==> src/rtl/imem_loader_pkg.sv <==
// Shared constants and state type for the instruction-memory loader.
package imem_loader_pkg;

  localparam int INSTR_W = 16;
  localparam int ADDR_W  = 8;

  typedef enum logic [1:0] {
    ST_IDLE = 2'd0,
    ST_LOAD = 2'd1,
    ST_DONE = 2'd2
  } loader_state_e;

endpackage

==> src/rtl/imem_loader_if.sv <==
// Loader control, word-stream and memory-write signals grouped as one bundle.
interface imem_loader_if #(
  parameter int INSTR_W = imem_loader_pkg::INSTR_W,
  parameter int ADDR_W  = imem_loader_pkg::ADDR_W
);

  logic               start;
  logic [ADDR_W-1:0]  base_addr;
  logic [ADDR_W:0]    word_count;
  logic               abort;
  logic               in_valid;
  logic [INSTR_W-1:0] in_data;
  logic               in_ready;
  logic               mem_we;
  logic [ADDR_W-1:0]  mem_addr;
  logic [INSTR_W-1:0] mem_wdata;
  logic               core_hold;
  logic               busy;
  logic               done;
  logic               error;
  logic [INSTR_W-1:0] checksum;

  modport master (
    output start, base_addr, word_count, abort, in_valid, in_data,
    input  in_ready, mem_we, mem_addr, mem_wdata, core_hold, busy, done, error, checksum
  );

  modport slave (
    input  start, base_addr, word_count, abort, in_valid, in_data,
    output in_ready, mem_we, mem_addr, mem_wdata, core_hold, busy, done, error, checksum
  );

endinterface

==> src/rtl/imem_loader.sv <==
// Streams a counted block of instruction words into the instruction memory
// while holding the core in reset; tracks a running checksum of written words.
module imem_loader #(
  parameter int INSTR_W = imem_loader_pkg::INSTR_W,
  parameter int ADDR_W  = imem_loader_pkg::ADDR_W
) (
  input logic         clk,
  input logic         rst,
  imem_loader_if.slave bus
);

  import imem_loader_pkg::*;

  localparam logic [ADDR_W:0] ZERO_WC = {(ADDR_W+1){1'b0}};
  localparam logic [ADDR_W:0] ONE_WC  = {{ADDR_W{1'b0}}, 1'b1};
  localparam logic [ADDR_W:0] MAX_WC  = {1'b1, {ADDR_W{1'b0}}};

  loader_state_e      r_state;
  loader_state_e      w_next_state;
  logic [ADDR_W-1:0]  r_base;
  logic [ADDR_W:0]    r_word_count;
  logic [ADDR_W:0]    r_count;
  logic               r_mem_we;
  logic [ADDR_W-1:0]  r_mem_addr;
  logic [INSTR_W-1:0] r_mem_wdata;
  logic               r_core_hold;
  logic               r_busy;
  logic               r_done;
  logic               r_error;
  logic [INSTR_W-1:0] r_checksum;

  logic               w_in_ready;
  logic               w_accept;
  logic               w_last;
  logic               w_wc_ok;
  logic               w_start_acc;
  logic               w_start_rej;
  logic               w_abort;
  logic [ADDR_W:0]    w_count_nxt;
  logic               w_we_nxt;
  logic [ADDR_W-1:0]  w_addr_nxt;
  logic [INSTR_W-1:0] w_wdata_nxt;
  logic               w_hold_nxt;
  logic               w_busy_nxt;
  logic               w_done_nxt;
  logic               w_error_nxt;
  logic [INSTR_W-1:0] w_sum_nxt;

  assign w_in_ready  = (r_state == ST_LOAD);
  assign w_accept    = w_in_ready & bus.in_valid;
  assign w_last      = ((r_count + ONE_WC) == r_word_count);
  assign w_wc_ok     = (bus.word_count != ZERO_WC) && (bus.word_count <= MAX_WC);
  assign w_start_acc = (r_state == ST_IDLE) & bus.start & w_wc_ok;
  assign w_start_rej = (r_state == ST_IDLE) & bus.start & ~w_wc_ok;
  assign w_abort     = w_in_ready & bus.abort;

  // State register.
  always_ff @(posedge clk or negedge rst) begin
    if (!rst) begin
      r_state <= ST_IDLE;
    end else begin
      r_state <= w_next_state;
    end
  end

  // Next-state logic; abort wins over completion of the last word.
  always_comb begin
    w_next_state = r_state;
    case (r_state)
      ST_IDLE: begin
        if (w_start_acc) begin
          w_next_state = ST_LOAD;
        end else begin
          w_next_state = ST_IDLE;
        end
      end
      ST_LOAD: begin
        if (w_abort) begin
          w_next_state = ST_IDLE;
        end else if (w_accept && w_last) begin
          w_next_state = ST_DONE;
        end else begin
          w_next_state = ST_LOAD;
        end
      end
      ST_DONE: w_next_state = ST_IDLE;
      default: w_next_state = ST_IDLE;
    endcase
  end

  // Next values of the registered outputs; the hold stays up for a trailing write after abort.
  always_comb begin
    w_busy_nxt = (w_next_state != ST_IDLE);
    w_done_nxt = (w_next_state == ST_DONE);
    w_hold_nxt = w_busy_nxt | w_accept;
    w_we_nxt   = w_accept;
    if (w_accept) begin
      w_addr_nxt  = r_base + r_count[ADDR_W-1:0];
      w_wdata_nxt = bus.in_data;
      w_sum_nxt   = r_checksum + bus.in_data;
      w_count_nxt = r_count + ONE_WC;
    end else if (w_start_acc) begin
      w_addr_nxt  = r_mem_addr;
      w_wdata_nxt = r_mem_wdata;
      w_sum_nxt   = {INSTR_W{1'b0}};
      w_count_nxt = ZERO_WC;
    end else begin
      w_addr_nxt  = r_mem_addr;
      w_wdata_nxt = r_mem_wdata;
      w_sum_nxt   = r_checksum;
      w_count_nxt = r_count;
    end
    if (w_start_acc) begin
      w_error_nxt = 1'b0;
    end else if (w_start_rej || w_abort) begin
      w_error_nxt = 1'b1;
    end else begin
      w_error_nxt = r_error;
    end
  end

  // Session parameters, word counter and registered outputs.
  always_ff @(posedge clk or negedge rst) begin
    if (!rst) begin
      r_base       <= {ADDR_W{1'b0}};
      r_word_count <= ZERO_WC;
      r_count      <= ZERO_WC;
      r_mem_we     <= 1'b0;
      r_mem_addr   <= {ADDR_W{1'b0}};
      r_mem_wdata  <= {INSTR_W{1'b0}};
      r_core_hold  <= 1'b0;
      r_busy       <= 1'b0;
      r_done       <= 1'b0;
      r_error      <= 1'b0;
      r_checksum   <= {INSTR_W{1'b0}};
    end else begin
      if (w_start_acc) begin
        r_base       <= bus.base_addr;
        r_word_count <= bus.word_count;
      end else begin
        r_base       <= r_base;
        r_word_count <= r_word_count;
      end
      r_count     <= w_count_nxt;
      r_mem_we    <= w_we_nxt;
      r_mem_addr  <= w_addr_nxt;
      r_mem_wdata <= w_wdata_nxt;
      r_core_hold <= w_hold_nxt;
      r_busy      <= w_busy_nxt;
      r_done      <= w_done_nxt;
      r_error     <= w_error_nxt;
      r_checksum  <= w_sum_nxt;
    end
  end

  assign bus.in_ready  = w_in_ready;
  assign bus.mem_we    = r_mem_we;
  assign bus.mem_addr  = r_mem_addr;
  assign bus.mem_wdata = r_mem_wdata;
  assign bus.core_hold = r_core_hold;
  assign bus.busy      = r_busy;
  assign bus.done      = r_done;
  assign bus.error     = r_error;
  assign bus.checksum  = r_checksum;

endmodule

==> src/flat_wrapper.sv <==
// flat-port wrapper written by rule: the top's interface ports become plain ports
module imem_loader_flat import imem_loader_pkg::*;
#(
  parameter int INSTR_W = imem_loader_pkg::INSTR_W,
  parameter int ADDR_W  = imem_loader_pkg::ADDR_W
)
  (clk, rst, bus_start, bus_base_addr, bus_word_count, bus_abort, bus_in_valid, bus_in_data, bus_in_ready, bus_mem_we, bus_mem_addr, bus_mem_wdata, bus_core_hold, bus_busy, bus_done, bus_error, bus_checksum);
  imem_loader_if #(.INSTR_W(INSTR_W), .ADDR_W(ADDR_W)) bus_i ();
  input logic clk;
  input logic rst;
  input wire logic [$bits(bus_i.start)-1:0] bus_start;
  input wire logic [$bits(bus_i.base_addr)-1:0] bus_base_addr;
  input wire logic [$bits(bus_i.word_count)-1:0] bus_word_count;
  input wire logic [$bits(bus_i.abort)-1:0] bus_abort;
  input wire logic [$bits(bus_i.in_valid)-1:0] bus_in_valid;
  input wire logic [$bits(bus_i.in_data)-1:0] bus_in_data;
  output wire logic [$bits(bus_i.in_ready)-1:0] bus_in_ready;
  output wire logic [$bits(bus_i.mem_we)-1:0] bus_mem_we;
  output wire logic [$bits(bus_i.mem_addr)-1:0] bus_mem_addr;
  output wire logic [$bits(bus_i.mem_wdata)-1:0] bus_mem_wdata;
  output wire logic [$bits(bus_i.core_hold)-1:0] bus_core_hold;
  output wire logic [$bits(bus_i.busy)-1:0] bus_busy;
  output wire logic [$bits(bus_i.done)-1:0] bus_done;
  output wire logic [$bits(bus_i.error)-1:0] bus_error;
  output wire logic [$bits(bus_i.checksum)-1:0] bus_checksum;
  assign bus_i.start = bus_start;
  assign bus_i.base_addr = bus_base_addr;
  assign bus_i.word_count = bus_word_count;
  assign bus_i.abort = bus_abort;
  assign bus_i.in_valid = bus_in_valid;
  assign bus_i.in_data = bus_in_data;
  assign bus_in_ready = bus_i.in_ready;
  assign bus_mem_we = bus_i.mem_we;
  assign bus_mem_addr = bus_i.mem_addr;
  assign bus_mem_wdata = bus_i.mem_wdata;
  assign bus_core_hold = bus_i.core_hold;
  assign bus_busy = bus_i.busy;
  assign bus_done = bus_i.done;
  assign bus_error = bus_i.error;
  assign bus_checksum = bus_i.checksum;
  imem_loader #(.INSTR_W(INSTR_W), .ADDR_W(ADDR_W)) u_core (.clk(clk), .rst(rst), .bus(bus_i));
endmodule
==> config.mk <==
export PLATFORM = sky130hd
export DESIGN_NAME = imem_loader_flat
export DESIGN_NICKNAME = d
export VERILOG_FILES = /design/src/rtl/imem_loader_pkg.sv /design/src/rtl/imem_loader_if.sv /design/src/rtl/imem_loader.sv /design/src/flat_wrapper.sv
export SDC_FILE = /design/constraint.sdc
export NUM_CORES = 1
export LEC_CHECK = 0
export BUFFER_PORTS_ARGS = -buffer_cell sky130_fd_sc_hd__buf_2
export CAP_MARGIN = 25
export CORE_MARGIN = 5
export CORE_UTILIZATION = 40
export CTS_BUF_LIST = sky130_fd_sc_hd__clkbuf_8
export DETAILED_ROUTE_END_ITERATION = 8
export SLEW_MARGIN = 0
export SYNTH_ARGS = -nofsm -noshare
export SYNTH_HDL_FRONTEND = slang
export SYNTH_SLANG_ARGS = --single-unit
==> constraint.sdc <==
create_clock -name clk -period 2.2 [get_ports clk]
set_input_delay 0.11 -clock clk [delete_from_list [all_inputs] [get_ports clk]]
set_output_delay 0.11 -clock clk [all_outputs]
set_load 0.005 [all_outputs]
* Word level (Yosys, flattened, before mapping)
Index checks and enable logic that the tools add are counted.
** Storage, ports and cells
- Bits in registers :: 73
- Input port bits :: 38
- Output and inout bits :: 46
- Logic and storage cells :: 44
** Operators by class
- $add $sub $neg :: 3
- $lt $le $gt $ge :: 1
- Equal/unequal tests :: 3
- Mux-type cells :: 10
- Bitwise logic cells :: 7
- Reduce and logical (&&, ||, !) cells :: 8
** Operators with widths (number)
- $mux W16 :: 2
- $mux W9 :: 2
- $add A16 B16 Y16 :: 1
- $add A9 B1 Y9 const B :: 1
- $eq A9 B9 Y1 :: 1
- $le A9 B9 Y1 const B :: 1
- $reduce_bool A9 Y1 :: 1
- $add A8 B8 Y8 :: 1
- $reduce_bool A2 Y1 :: 3
- $and A1 B1 Y1 :: 5
- $mux W2 :: 2
- $pmux W2 S2 :: 1
- $mux W1 :: 3
- $eq A2 B1 Y1 const B :: 1
- $eq A2 B2 Y1 const B :: 1
- $logic_and A1 B1 Y1 :: 2
- $logic_not A2 Y1 :: 1
- $logic_or A1 B1 Y1 :: 1
- $not A1 Y1 :: 1
- $or A1 B1 Y1 :: 1

* Logic depth before layout (Yosys ltp)
- Depth in word-level cells :: 8
- Gate-level depth with buffers :: 9
- Depth with buffers taken out :: 9

* Worst setup path before layout
OpenSTA, ideal clock, no wires.
- Path type :: register to register
- Start point :: reg u_core.r_checksum[0] (netlist: u_core.bus.checksum[0])
- End point :: reg u_core.r_checksum[12] (netlist: u_core.bus.checksum[12])
- Setup time :: 0.069 ns
- Data arrival time :: 2.342 ns
- Data required time :: 2.131 ns
- Setup slack :: -0.211 ns
- Stages on the path, launching flop included :: 9
- Buffers on the path :: 0
- Clock period less this slack :: 2.411 ns
- Cells stage by stage :: dfrtp_1 > ha_1 > fa_1 > a211oi_1 > o21ai_1 > a41oi_2 > nor2b_1 > or4_1 > nand3_1
** On the way
- Word-level cells in the longest chain between the ends :: 2
** RTL lines
- start, declared :: line imem_loader.sv:30 : logic [INSTR_W-1:0] r_checksum;
- start signal, assigned :: line imem_loader.sv:135 : r_checksum <= {INSTR_W{1'b0}};
- start signal, assigned :: line imem_loader.sv:152 : r_checksum <= w_sum_nxt;
- $add A16 B16 Y16 :: line imem_loader.sv:100 : w_sum_nxt = r_checksum + bus.in_data;
- $mux W16 :: line imem_loader.sv:97 : if (w_accept) begin
Every way passes these cells.
A chain may end at the register's enable or synchronous reset.

* Worst setup path after layout
Ends and elaborated chain as after synthesis.

==> results.yml <==
status:
  status: "finished with violations"
  failed_checks: "negative setup slack"
cells_and_area:
  fill_cells: 868
  area.growth.synth_to_final_pct: 33.4
  seq_area_sq_mm: 0.00183
  multi_input_area_sq_mm: 0.00225
  layout.nets: 602
  stdcell_count: 677
  drive_gt1_share_pct: 33.6
  n_antenna_cell: 0
clock_network:
  cts_root_buf: "clkbuf_8"
  cts.path.max_buffers: 2
  cts_tree: "done"
  worst_skew_pair.late_latency_ps: 340
  clk_pin_slew_worst_paths_ps: 80
  tritoncts.num_buffers: 9
  clkSinkCount: 73
  h-tree-depth: 3
worst_setup_path:
  reg2reg_slack_ps: -30
  critPathMaxStageDelay_ps: 410
  start_kind: "flop"
  worstSetupEndpointType: "flop"
  crit_chain: "ha_2 > fa_2 > a211oi_4 > o21ai_2 > a41oi_2 > nor2b_1 > or4_1 > nand3_1"
  critPathLaunch: "u_core.bus.checksum[0]"
  rr_worst_depth: 8
  cp_data_required_time_ps: 2480
  critical_path_class: "reg -> reg"
  r2r-start: "u_core.bus.checksum[0]"
  crit_path_top_delay_cell: "or4_1"
  reg2reg_to: "u_core.bus.checksum[12]"
  worst-path-max-fanout: 3
  critical_path_arrival_ps: 2510
power_and_ir_drop:
  pwr-share-clk_pct: 19.6
  p_leak_nw: 2.74
  peakVddDrop_mv: 0.470
  power.density_mw_per_mm2: 1020
  seqPwrFrac_pct: 35.2
  power.switching_mw: 1.96
  intPower_mw: 3.58
  sw_frac_of_total_pct: 35.4
  power_frac_comb_pct: 45.2
die:
  start_util_pct: 41.3
  ioPinCount: 84
  die-area_sq_mm: 0.0123
  die_h_microns: 111
  row_count: 36
  die_x_microns: 111
  core_sq_mm: 0.00986
global_routing:
  grt_max_degree: 74
  antenna_found_initial: 0
  grt_use_total_pct: 16.7
  overflow: 0
  grt_pass1_vias: 3531
  grt_pass1_wl_mm: 17.1
timing:
  finalCritPeriodShare_pct: 102
  worst_pin_slew_ps: 373
  fin_worst_skew_ps: 10.6
  rsz0062_at_grt: "true"
  setup_viol: 1
  post-route-min-period_ps: 2230
  drv_slew: 0
  setup_ws_ps: -34.6
  fmax_mhz: 448
  finalHoldViolCount: 0
  relSlewSlack_pct: 74.9
  hold_slack_ps: 18.2
placed_design:
  globalplace.congestion: 0.805
  dp_slack_ps: -96.4
  dp.cells: 626
  port_buffers: 83
  hpwl_mm: 6.97
drt:
  drtIter0Drc: 159
  vias_per_cell: 5.03
  route.detailed.drc: 0
  routed_wl_mm: 9.84
  detail-route-antenna-nets: 0
  num_vias: 3408
  routedWlPerCell_microns: 14.5
  dr.pass1.iters: 5
synthesis:
  yosysTopAreaCellShare_pct: 44.9
  synth_area_leader_cell: "dfrtp_1"
  synth-edff-count: 0
  synth.net_count: 465
  syn_inst: 402
  synth_area_sq_mm: 0.00407
  avgSynthCellArea_sq_um: 10.1
  synth_area_leaders: "dfrtp_1 45%, nand2_1 7.5%, ha_1 7.1%"
  synthFlopType: "dfrtp_1"
  ys_seq_area_share_pct: 44.9
  synth_cell_type_count: 54
  synthArstFlopShare_pct: 100
  synth_seq_cells: 73
  yosys_warnings: 0
job:
  drv_cap: 0
hold_path:
  hold_class: "in -> reg"
  whs_path_depth: 2
  worstHoldStart: "bus_word_count[0]"
  whs_endpoint: "u_core.r_word_count[0]"
cell families (layout without fill, tap and decap cells):
kind of cell,after synthesis,after routing,share of synthesized area [%]
and+or+nand+nor,139,139,15.8
xor gates and xnor gates,33,33,7.10
adders and majority gates,25,25,8.05
muxes,18,18,6.05
DFF,73,73,44.9
buffers and inverters,23,165,3.01
AOI/OAI and AO/OA,91,91,15.1
worst max-delay path by stage:
stage,slack (ps),depth (start not counted),endpoint
final,-30,8,u_core.bus.checksum[12]
after detailed placement,-100,8,u_core.bus.checksum[12]
after global routing,-130,8,u_core.bus.checksum[12]
after CTS,-0.9,8,u_core.bus.checksum[12]
after global placement,-30,7,u_core.bus.checksum[13]
after floorplan,0.6,8,u_core.bus.checksum[12]
layer usage:
metal	GRT usage [%]	wire, microns	vias to the layer above
li1	-	-	1693
met1	21.7	4520	1630
met4	4.84	103	0
met5	0	0	-
met2	27.8	4740	78
met3	3.93	474	7
synth_stat cells (2+ instances only):
master	n
xnor2_1	16
nand2_1	81
o21bai_1	2
a21oi_1	11
nor2b_1	3
xor2_1	17
buf_1	2
clkbuf_1	9
o21a_1	4
mux2_4	12
nor3_1	4
ha_1	23
a211oi_1	5
inv_1	7
and3_1	6
o2111ai_1	2
or3_1	3
a31oi_1	2
o31ai_1	4
dfrtp_1	73
o211ai_1	4
fa_1	2
buf_6	2
and3b_1	2
nand3_1	20
or4_1	2
a21o_1	8
o21ai_2	8
o21ai_1	2
mux2_2	5
nor2_1	10
o21ai_0	29
power by group through the flow:
stage,Combinational (mW),Clock (mW),Sequential (mW)
after floorplan,1.34,0,1.98
after global placement,2.10,0,1.96
after detailed placement,2.14,0,1.97
after CTS,2.34,1.13,1.95
after global routing,2.81,1.19,2.01
final,2.51,1.09,1.95
cell type report:
cell class	count	share of cell area [%]
clock buffer	11	2.79
clock inverter	5	1.01
inverter	7	0.484
multi-input combinational	306	41.4
sequential	73	33.6
tap	133	3.06
timing repair buffer	142	17.6
cells in the final DEF (no fill, tap or decap), types with 3 or more instances in the layout:
| cell | netlist | layout |
|---|---|---|
| and3_1 | 6 | 6 |
| o21ai_2 | 8 | 11 |
| xnor2_1 | 16 | 16 |
| or3_1 | 3 | 3 |
| a21oi_1 | 11 | 9 |
| ha_1 | 23 | 19 |
| inv_1 | 7 | 8 |
| o31ai_1 | 4 | 4 |
| a21o_1 | 8 | 8 |
| dlygate4sd3_1 | 0 | 24 |
| buf_2 | 1 | 82 |
| o211ai_1 | 4 | 4 |
| dfrtp_1 | 73 | 73 |
| nor2b_1 | 3 | 3 |
| nor2_1 | 10 | 10 |
| clkbuf_8 | 0 | 11 |
| nor3_1 | 4 | 3 |
| nand3_1 | 20 | 20 |
| o21ai_0 | 29 | 25 |
| a211oi_4 | 0 | 3 |
| mux2_4 | 12 | 13 |
| o21a_1 | 4 | 4 |
| nand2_1 | 81 | 80 |
| xor2_1 | 17 | 17 |
| mux2_2 | 5 | 4 |
| buf_4 | 1 | 33 |
| o21ai_1 | 2 | 3 |
critical path, delay by kind of cell (launching register included):
family,cells,cell delay [ps]
adder cells (fa/ha/maj),2,580
AND/OR/NAND/NOR,3,570
AO/OA/AOI/OAI,3,630
flip-flops,1,390
state kept, by name, indices dropped and copies added, names as in the netlist:
signal	flops
u_core.bus.busy	1
u_core.bus.checksum	16
u_core.bus.core_hold	1
u_core.bus.done	1
u_core.bus.error	1
u_core.bus.mem_addr	8
u_core.bus.mem_wdata	16
u_core.bus.mem_we	1
u_core.r_base	8
u_core.r_count	9
u_core.r_state	2
u_core.r_word_count	9
through the flow:
stage	util [%]	power, mW	setup TNS [ps]	area [sq um]
after floorplan	-	3.32	0	4080
after global placement	48.2	4.06	-52.1	4750
after detailed placement	48.2	4.11	-217	4750
after CTS	53.6	5.41	-0.879	5280
after global routing	55.0	6.00	-394	5430
final	55.0	5.54	-34.6	5430
repair_timing:
item,4_1_cts,5_1_grt
setup endpoints to repair,4,26
hold endpoints to repair,96,0
pin swaps,9,10
hold buffers,24,0
buffers inserted,6,4
resized for setup,9,18
No activity file was read; power rests on OpenSTA's default activity.
